$ cat config.mk
export PLATFORM = sky130hd
export DESIGN_NAME = ppe_row_conv
export DESIGN_NICKNAME = d
export VERILOG_FILES = /design/src/rtl/ppe_row_conv.sv
export SDC_FILE = /design/constraint.sdc
export NUM_CORES = 2
export LEC_CHECK = 0
export ABC_AREA = 1
export CORE_MARGIN = 2
export CORE_UTILIZATION = 35
export CTS_CLUSTER_DIAMETER = 40
export CTS_CLUSTER_SIZE = 14
export DETAILED_ROUTE_END_ITERATION = 10
export GPL_ROUTABILITY_DRIVEN = 0
export HOLD_SLACK_MARGIN = 0.1
export MAX_ROUTING_LAYER = met4
export SYNTH_ARGS = -nofsm -noshare
export SYNTH_HDL_FRONTEND = slang
export SYNTH_SLANG_ARGS = --single-unit
export TNS_END_PERCENT = 10
$ cat constraint.sdc
create_clock -name clk_i -period 6.48 [get_ports clk_i]
set_input_delay 0.972 -clock clk_i [delete_from_list [all_inputs] [get_ports clk_i]]
set_output_delay 0.972 -clock clk_i [all_outputs]
set_load 0.005 [all_outputs]
$ cat src/rtl/ppe_row_conv.sv
// ppe_row_conv: row-convolution processing element for the SNN mesh.
//   Weight packets load a FILTER_W-tap filter. Each spike packet latches a binary
//   input row and then emits OFMAP_W partial sums, one per output handshake.
//   Optional build macro PPE_ADDR_FILTER_EN: drop packets whose addr != PE_ADDR.
// Ports:
//   clk_i, reset_i                       clock, asynchronous active-high reset
//   in_valid_i/in_ready_o/in_pkt_i       ingress {addr, opcode(0 wt,1 spike), data}
//   out_valid_o/out_ready_i              psum handshake
//   out_psum_o, out_idx_o, out_last_o    partial sum, position j, j==OFMAP_W-1
//   err_nowt_o                           sticky: spike seen before filter complete
module ppe_row_conv #(
   parameter int ADDR_W   = 4,
   parameter int PE_ADDR  = 5,
   parameter int WEIGHT_W = 8,
   parameter int FILTER_W = 5,
   parameter int IFMAP_W  = 25,
   localparam int PKT_W   = ADDR_W + 1 + IFMAP_W,
   localparam int WPP     = IFMAP_W / WEIGHT_W,
   localparam int WPKTS   = (FILTER_W + WPP - 1) / WPP,
   localparam int OFMAP_W = IFMAP_W - FILTER_W + 1,
   localparam int PSUM_W  = WEIGHT_W + $clog2(FILTER_W + 1),
   localparam int IDX_W   = $clog2(OFMAP_W)
) (
   input  logic              clk_i,
   input  logic              reset_i,
   input  logic              in_valid_i,
   output logic              in_ready_o,
   input  logic [PKT_W-1:0]  in_pkt_i,
   output logic              out_valid_o,
   input  logic              out_ready_i,
   output logic [PSUM_W-1:0] out_psum_o,
   output logic [IDX_W-1:0]  out_idx_o,
   output logic              out_last_o,
   output logic              err_nowt_o
);
   localparam int CW = $clog2(WPKTS + 1);
   typedef enum logic [1:0] {WLOAD, READY, COMPUTE} state_t;
   state_t              state_q, state_d;
   logic [CW-1:0]       wcnt_q, wcnt_d, base;
   logic [IDX_W-1:0]    idx_q, idx_d;
   logic [WEIGHT_W-1:0] w_q [FILTER_W];
   logic [WEIGHT_W-1:0] w_d [FILTER_W];
   logic [IFMAP_W-1:0]  row_q, row_d;
   logic [PSUM_W-1:0]   psum [OFMAP_W];
   logic                err_q, err_d, rdy_q, hit, acc, wr, last, spk;
`ifdef PPE_ADDR_FILTER_EN
   assign hit = in_pkt_i[PKT_W-1:IFMAP_W+1] == ADDR_W'(PE_ADDR);
`else
   logic unused_addr;
   assign unused_addr = ^in_pkt_i[PKT_W-1:IFMAP_W+1];
   assign hit = 1'b1;
`endif
   assign spk  = in_pkt_i[IFMAP_W];
   assign acc  = in_valid_i & rdy_q & hit;
   assign last = (state_q == COMPUTE) && (idx_q == IDX_W'(OFMAP_W - 1));
   always_comb begin
      state_d = state_q;
      wcnt_d  = wcnt_q;
      idx_d   = idx_q;
      row_d   = row_q;
      err_d   = err_q;
      wr      = 1'b0;
      case (state_q)
         WLOAD: begin
            err_d = err_q | (acc & spk);
            wr    = acc & ~spk;
         end
         READY: begin
            wr = acc & ~spk;
            if (acc & spk) begin
               row_d   = in_pkt_i[IFMAP_W-1:0];
               idx_d   = '0;
               state_d = COMPUTE;
            end
         end
         COMPUTE: if (out_ready_i) begin
            idx_d   = last ? '0 : idx_q + IDX_W'(1);
            state_d = last ? READY : COMPUTE;
         end
         default: state_d = WLOAD;
      endcase
      // a weight packet arriving with a complete filter restarts loading at slot 0
      base = (state_q == READY) ? '0 : wcnt_q;
      if (wr) begin
         wcnt_d  = (base == CW'(WPKTS - 1)) ? '0 : base + CW'(1);
         state_d = (base == CW'(WPKTS - 1)) ? READY : WLOAD;
      end
      for (int k = 0; k < FILTER_W; k++)
         w_d[k] = (wr && base == CW'(k / WPP)) ? in_pkt_i[WEIGHT_W*(k%WPP) +: WEIGHT_W] : w_q[k];
   end
   always_comb begin
      for (int j = 0; j < OFMAP_W; j++) begin
         psum[j] = '0;
         for (int k = 0; k < FILTER_W; k++)
            psum[j] = psum[j] + (row_q[j+k] ? PSUM_W'(w_q[k]) : '0);
      end
   end
   always_ff @(posedge clk_i or posedge reset_i) begin
      if (reset_i) begin
         state_q <= WLOAD;
         wcnt_q  <= '0;
         idx_q   <= '0;
         row_q   <= '0;
         err_q   <= 1'b0;
         rdy_q   <= 1'b0;
         for (int k = 0; k < FILTER_W; k++) w_q[k] <= '0;
      end else begin
         state_q <= state_d;
         wcnt_q  <= wcnt_d;
         idx_q   <= idx_d;
         row_q   <= row_d;
         err_q   <= err_d;
         rdy_q   <= state_d != COMPUTE;
         for (int k = 0; k < FILTER_W; k++) w_q[k] <= w_d[k];
      end
   end
   assign in_ready_o  = rdy_q;
   assign out_valid_o = state_q == COMPUTE;
   assign out_psum_o  = out_valid_o ? psum[idx_q] : '0;
   assign out_idx_o   = idx_q;
   assign out_last_o  = last;
   assign err_nowt_o  = err_q;
endmodule

* After elaboration in Yosys (flattened, before gate mapping)
Index checks and enable logic that the tools add are counted.
** Storage, ports and cells
- Output and inout bits :: 20
- Logic and storage cells :: 242
- Flip-flop bits (word level) :: 76
- Memory bits (read-only) :: 0
- Memories :: 0
- RAM bits :: 0
- Input bits :: 34
- Bits in latches :: 0
** Operators by class
- Eq/ne operators :: 7
- Divide/modulo/power cells :: 0
- Reduce and logical (&&, ||, !) cells :: 9
- Add/subtract/negate cells :: 86
- $mul :: 0
- Order comparisons :: 1
- Bitwise operators :: 6
- Shifts and indexed selects :: 0
- Multiplexer cells :: 122
** Operator list (count)
- 8-bit 2-to-1 mux :: 105
- 10-bit by 8-bit adder with 11-bit output :: 21
- 11-bit by 8-bit adder with 11-bit output :: 21
- 9-bit by 8-bit adder with 10-bit output :: 21
- 8-bit by 8-bit adder with 9-bit output :: 21
- 11-bit binary-select mux with 5-bit select :: 1
- 11-bit 2-to-1 mux :: 3
- 5-bit 2-to-1 mux :: 3
- 2-bit 2-to-1 mux :: 6
- 5-bit case mux with 2 select lines :: 1
- 6-bit >= comparator (second input constant) :: 1
- 5-bit NOT with 6-bit output :: 1
- 2-bit case mux with 3 select lines :: 1
- 5-bit by 1-bit adder with 5-bit output (second input constant) :: 1
- 5-bit == test (second input constant) :: 1
- 2-bit by 1-bit == test with 1-bit output (second input constant) :: 2
- 2-bit zero test :: 2
- 2-bit != test (second input constant) :: 2
- 1-bit AND :: 3
- 1-bit logical AND :: 3
- 3-bit AND reduction :: 1
- 2-bit by 1-bit adder with 2-bit output (second input constant) :: 1
- 2-bit == test (second input constant) :: 1
- 1-bit 2-to-1 mux :: 2
- other kinds (6) :: 6

* Longest topological paths before layout
- Depth in word-level cells :: 9
- Mapped depth :: 27
- Mapped depth without buffers :: 25

* Worst setup path before layout
No wires, ideal clock.
- Path kind :: register to output
- Start :: reg row_q[22]
- End :: out out_psum_o[9]
- Buffers on the path :: 2
- Cell stages (with the launch flop) :: 23
- Data arrival time :: 3.869 ns
- Required time :: 5.508 ns
- Slack :: 1.639 ns
- Cell sequence :: dfrtp_1 -> clkbuf_1 -> clkbuf_1 -> nand2_1 -> fa_1 -> fa_1 -> fa_1 -> inv_1 -> ha_1 -> inv_1 -> fa_1 -> nand3b_1 -> nand2_1 -> nand3_1 -> nand2_1 -> nand2_1 -> nand3_1 -> nand3_1 -> nand2_1 -> nand2_1 -> a21oi_1 -> nand2_1 -> inv_1
** Between the ends
- Longest elaborated chain between the ends :: 8
- Elaborated cells between the ends (all ways) :: 13
- Classes of those cells :: add/sub (6); mux (7)
** Ends and longest elaborated chain
- start: declaration :: RTL line 43 : logic [IFMAP_W-1:0] row_q, row_d;
- start signal: assignment :: RTL line 111 : row_q <= row_d;
- 8-bit 2-to-1 mux :: RTL line 95 : psum[j] = psum[j] + (row_q[j+k] ? PSUM_W'(w_q[k]) : '0);
- 9-bit by 8-bit adder with 10-bit output :: RTL line 95
- 10-bit by 8-bit adder with 11-bit output :: RTL line 95
- 11-bit by 8-bit adder with 11-bit output :: RTL line 95
- 11-bit binary-select mux with 5-bit select * :: RTL line 119 : assign out_psum_o = out_valid_o ? psum[idx_q] : '0;
- 11-bit 2-to-1 mux (not written as such) * (2 in series) :: RTL line 119
- 11-bit 2-to-1 mux * :: RTL line 119
- end: declaration :: RTL line 31 : output logic [PSUM_W-1:0] out_psum_o,
Every way passes the cells marked *; elsewhere a longest branch is shown, timed or not. The select of a mux whose other input is x is not followed.

* Final worst setup path
- Start :: reg row_q[9]
- End :: out out_psum_o[10]
** Between the ends
- Longest elaborated chain between the ends :: 9
- Elaborated cells between the ends (all ways) :: 23
- Classes of those cells :: add/sub (14); mux (9)
** Ends and longest elaborated chain (RTL line)
- 8-bit 2-to-1 mux :: 95
- 8-bit by 8-bit adder with 9-bit output :: 95
- 9-bit by 8-bit adder with 10-bit output :: 95
- 10-bit by 8-bit adder with 11-bit output :: 95
- 11-bit by 8-bit adder with 11-bit output :: 95
- 11-bit binary-select mux with 5-bit select * :: 119
- 11-bit 2-to-1 mux (not written as such) * (2 in series) :: 119
- 11-bit 2-to-1 mux * :: 119
Marked as above.

==> impl_metrics.ini <==
[synthesis]
ys_types = 43
syn-num-nets = 5799
netlist_top_cells_count = nand2_1 (1562), inv_1 (1553), fa_1 (483), nand3_1 (367), ha_1 (237)
avgSynthCellArea_um2 = 6.316
synth.most_common_cell = nand2_1
synth_area_leaders = fa_1 (30%), nand2_1 (18%), inv_1 (18%), ha_1 (9.3%), dfrtp_1 (6.0%)
synth_top_area_share_pct = 30.35
synth-seq-area-share_pct = 5.969
syn_area_um2 = 31860
ys_warn_count = 0
synth_edf_count = 0
synth-seq-cells = 76
synthFlopType = dfrtp_1
syn_inst = 5045
synth_area_leader_cell = fa_1
synthArstFlopShare_pct = 100.0

[detailed_routing]
wirelength_um = 108800
drc_errors = 0
post_drt_wl_per_cell_um = 17.52
ant_nets = 0
vias = 30010
vias_per_cell = 4.833
drt-initial-drc-count = 2354
firstDrtPassIters = 5

[timing]
hold_viol_final = 0
final.min_clock_period_ns = 6.293
setup_slack_ns = 0.1867
fmax_mhz = 158.9
skew_ns = 0.009019
setup_viol_count_final = 0
slew_headroom_pct = 8.290
worstMarginPinSlew_ns = 1.374
grt_setup_unrepaired = yes
fin_tns_setup_ns = 0
final_max_slew_viol_count = 0
post-route-period-util_pct = 97.12

[flow_run]
cap_violations = 0

[worst_setup_path]
arrival_ns = 5.32
start_kind = register
path_class = register to primary output
crit_start = row_q[9]
crit_required_ns = 5.51
cp_max_fo = 6
r2r-end = in_ready_o
end_kind = primary output
worst-r2r-cell-count = 9
reg2reg_from = out_idx_o[2]
rrSetupSlack_ns = 3.32

[worst_hold_path]
min_to = err_nowt_o
min_from = err_nowt_o
hold_path_depth = 1
min-delay-path-class = register to register

[final_layout]
nNetsFinal = 5780
fill_cells = 9623
seqCellArea_um2 = 1943
fin_util_pct = 38.49
syn2layout_area_growth_pct = 8.906
multi_input_area_um2 = 23230
final_layout_size_suffix_gt1_share_pct = 4.989

[clock_tree]
htreeDepth = 3
clkLatencyLatePin_ns = 0.35
clock_path_buffers = 2
hold_buffers = 0
clock-sinks = 76
clockRootBuffer = clkbuf_16
path_clk_slew_ns = 0.06
numCtsBuffers = 9
cts_tree = yes

[run_status]
outcome = finished clean

[floorplan]
ios = 54
fp.dieH_um = 305.7
design.core.area_um2 = 90150
dieArea_um2 = 93460
fp.dieW_um = 305.7
initial_core_util_pct = 35.34
rows = 110

[placement]
portBuffers = 49
dp_hpwl_um = 82250
post-place-ws_ns = 0.3200

[global_routing]
grt_usage_pct = 24.17
grt_pass1_wl_um = 169100
antenna_found_initial = 4
grt_pass1_vias = 29670
grt_max_degree = 129
overflow = 0
cell type report:
| class | count | area share [%] |
|---|---|---|
| multi-input combinational | 3168 | 66.94 |
| inverter | 1559 | 16.87 |
| sequential | 76 | 5.600 |
| timing repair buffer | 212 | 5.560 |
| tap | 1176 | 4.240 |
| clock buffer | 10 | 0.6599 |
| clock inverter | 6 | 0.1190 |
| antenna | 1 | 0.007212 |
stage by stage:
stage	cells	area, um2	hold WS (ns)
6_report	6208	34700	0.4856
5_1_grt	6208	34700	0.5258
4_1_cts	6196	34500	0.4871
3_5_place_dp	6180	34220	0.4614
3_3_place_gp	6180	34220	0.4686
2_1_floorplan	5045	31860	0.4678
layout by cell type, fill, tap and decap left out, types with 49 or more instances in the layout:
master / synthesis / layout
nand2_1: 1562 / 1559
inv_1: 1553 / 1552
fa_1: 483 / 482
nand3_1: 367 / 356
ha_1: 237 / 236
buf_4: 0 / 142
a21oi_1: 131 / 131
o21ai_0: 111 / 107
nor2_1: 104 / 104
dfrtp_1: 76 / 53
clkdlybuf4s50_1: 0 / 49
layer usage:
layer | global-route usage, % | vias to the layer above | wire length, um
li1 | - | 14420 | -
met1 | 31.83 | 14270 | 46940
met2 | 38.47 | 1102 | 48710
met3 | 3.557 | 210 | 9061
met4 | 7.229 | 0 | 4053
met5 | - | - | 0
worst max path at each step:
| stage | cells after the start | slack, ns | to |
|---|---|---|---|
| floorplan | 22 | 1.64 | out_psum_o[9] |
| global placement | 23 | 0.35 | out_psum_o[10] |
| detailed placement | 23 | 0.32 | out_psum_o[10] |
| CTS | 26 | 0.03 | out_psum_o[9] |
| global route | 25 | -0.02 | out_psum_o[9] |
| finish | 24 | 0.19 | out_psum_o[10] |
repair_timing:
| action | 4_1_cts | 5_1_grt |
|---|---|---|
| pin swaps | 0 | 4 |
| endpoints found under the setup margin | 4 | 8 |
| gates resized for setup | 4 | 44 |
| buffers inserted | 0 | 11 |
state kept, by name, indices dropped and copies added, names as in the netlist:
name and cells:
row_q 25, w_q 40, wcnt_q 2, in_ready_o 1, err_nowt_o 1, out_idx_o 5, state_q 2
cell families (layout without fill, tap and decap cells):
logic type | after synthesis | in the layout | synth area share, %
AOI/OAI and AO/OA | 318 | 318 | 5.541
xor gates and xnor gates | 17 | 17 | 0.4673
adders and majority gates | 720 | 720 | 39.65
buffers and inverters | 1801 | 1787 | 21.39
DFF | 76 | 76 | 5.969
other | 0 | 1 | 0
and+or+nand+nor | 2113 | 2113 | 26.98
worst max-delay path, cell delays in order (launching register included):
cell	delay, ns
dfrtp_4	0.55
buf_4	0.18
buf_4	0.14
nand2_1	0.06
inv_1	0.05
fa_1	0.48
fa_1	0.49
inv_1	0.05
fa_1	0.51
inv_1	0.05
ha_1	0.34
nand2_1	0.06
inv_1	0.06
nand3_1	0.09
nand2_1	0.10
nand2_1	0.06
nand2_1	0.09
nand3_1	0.11
nand3_1	0.21
nand3_1	0.23
nand3_1	0.13
nand2_1	0.09
nor2_1	0.15
buf_4	0.14
clkdlybuf4s50_1	0.50
Power is not shown: default switching activity piles up to over one toggle a cycle in this logic, so the estimate is an artifact.
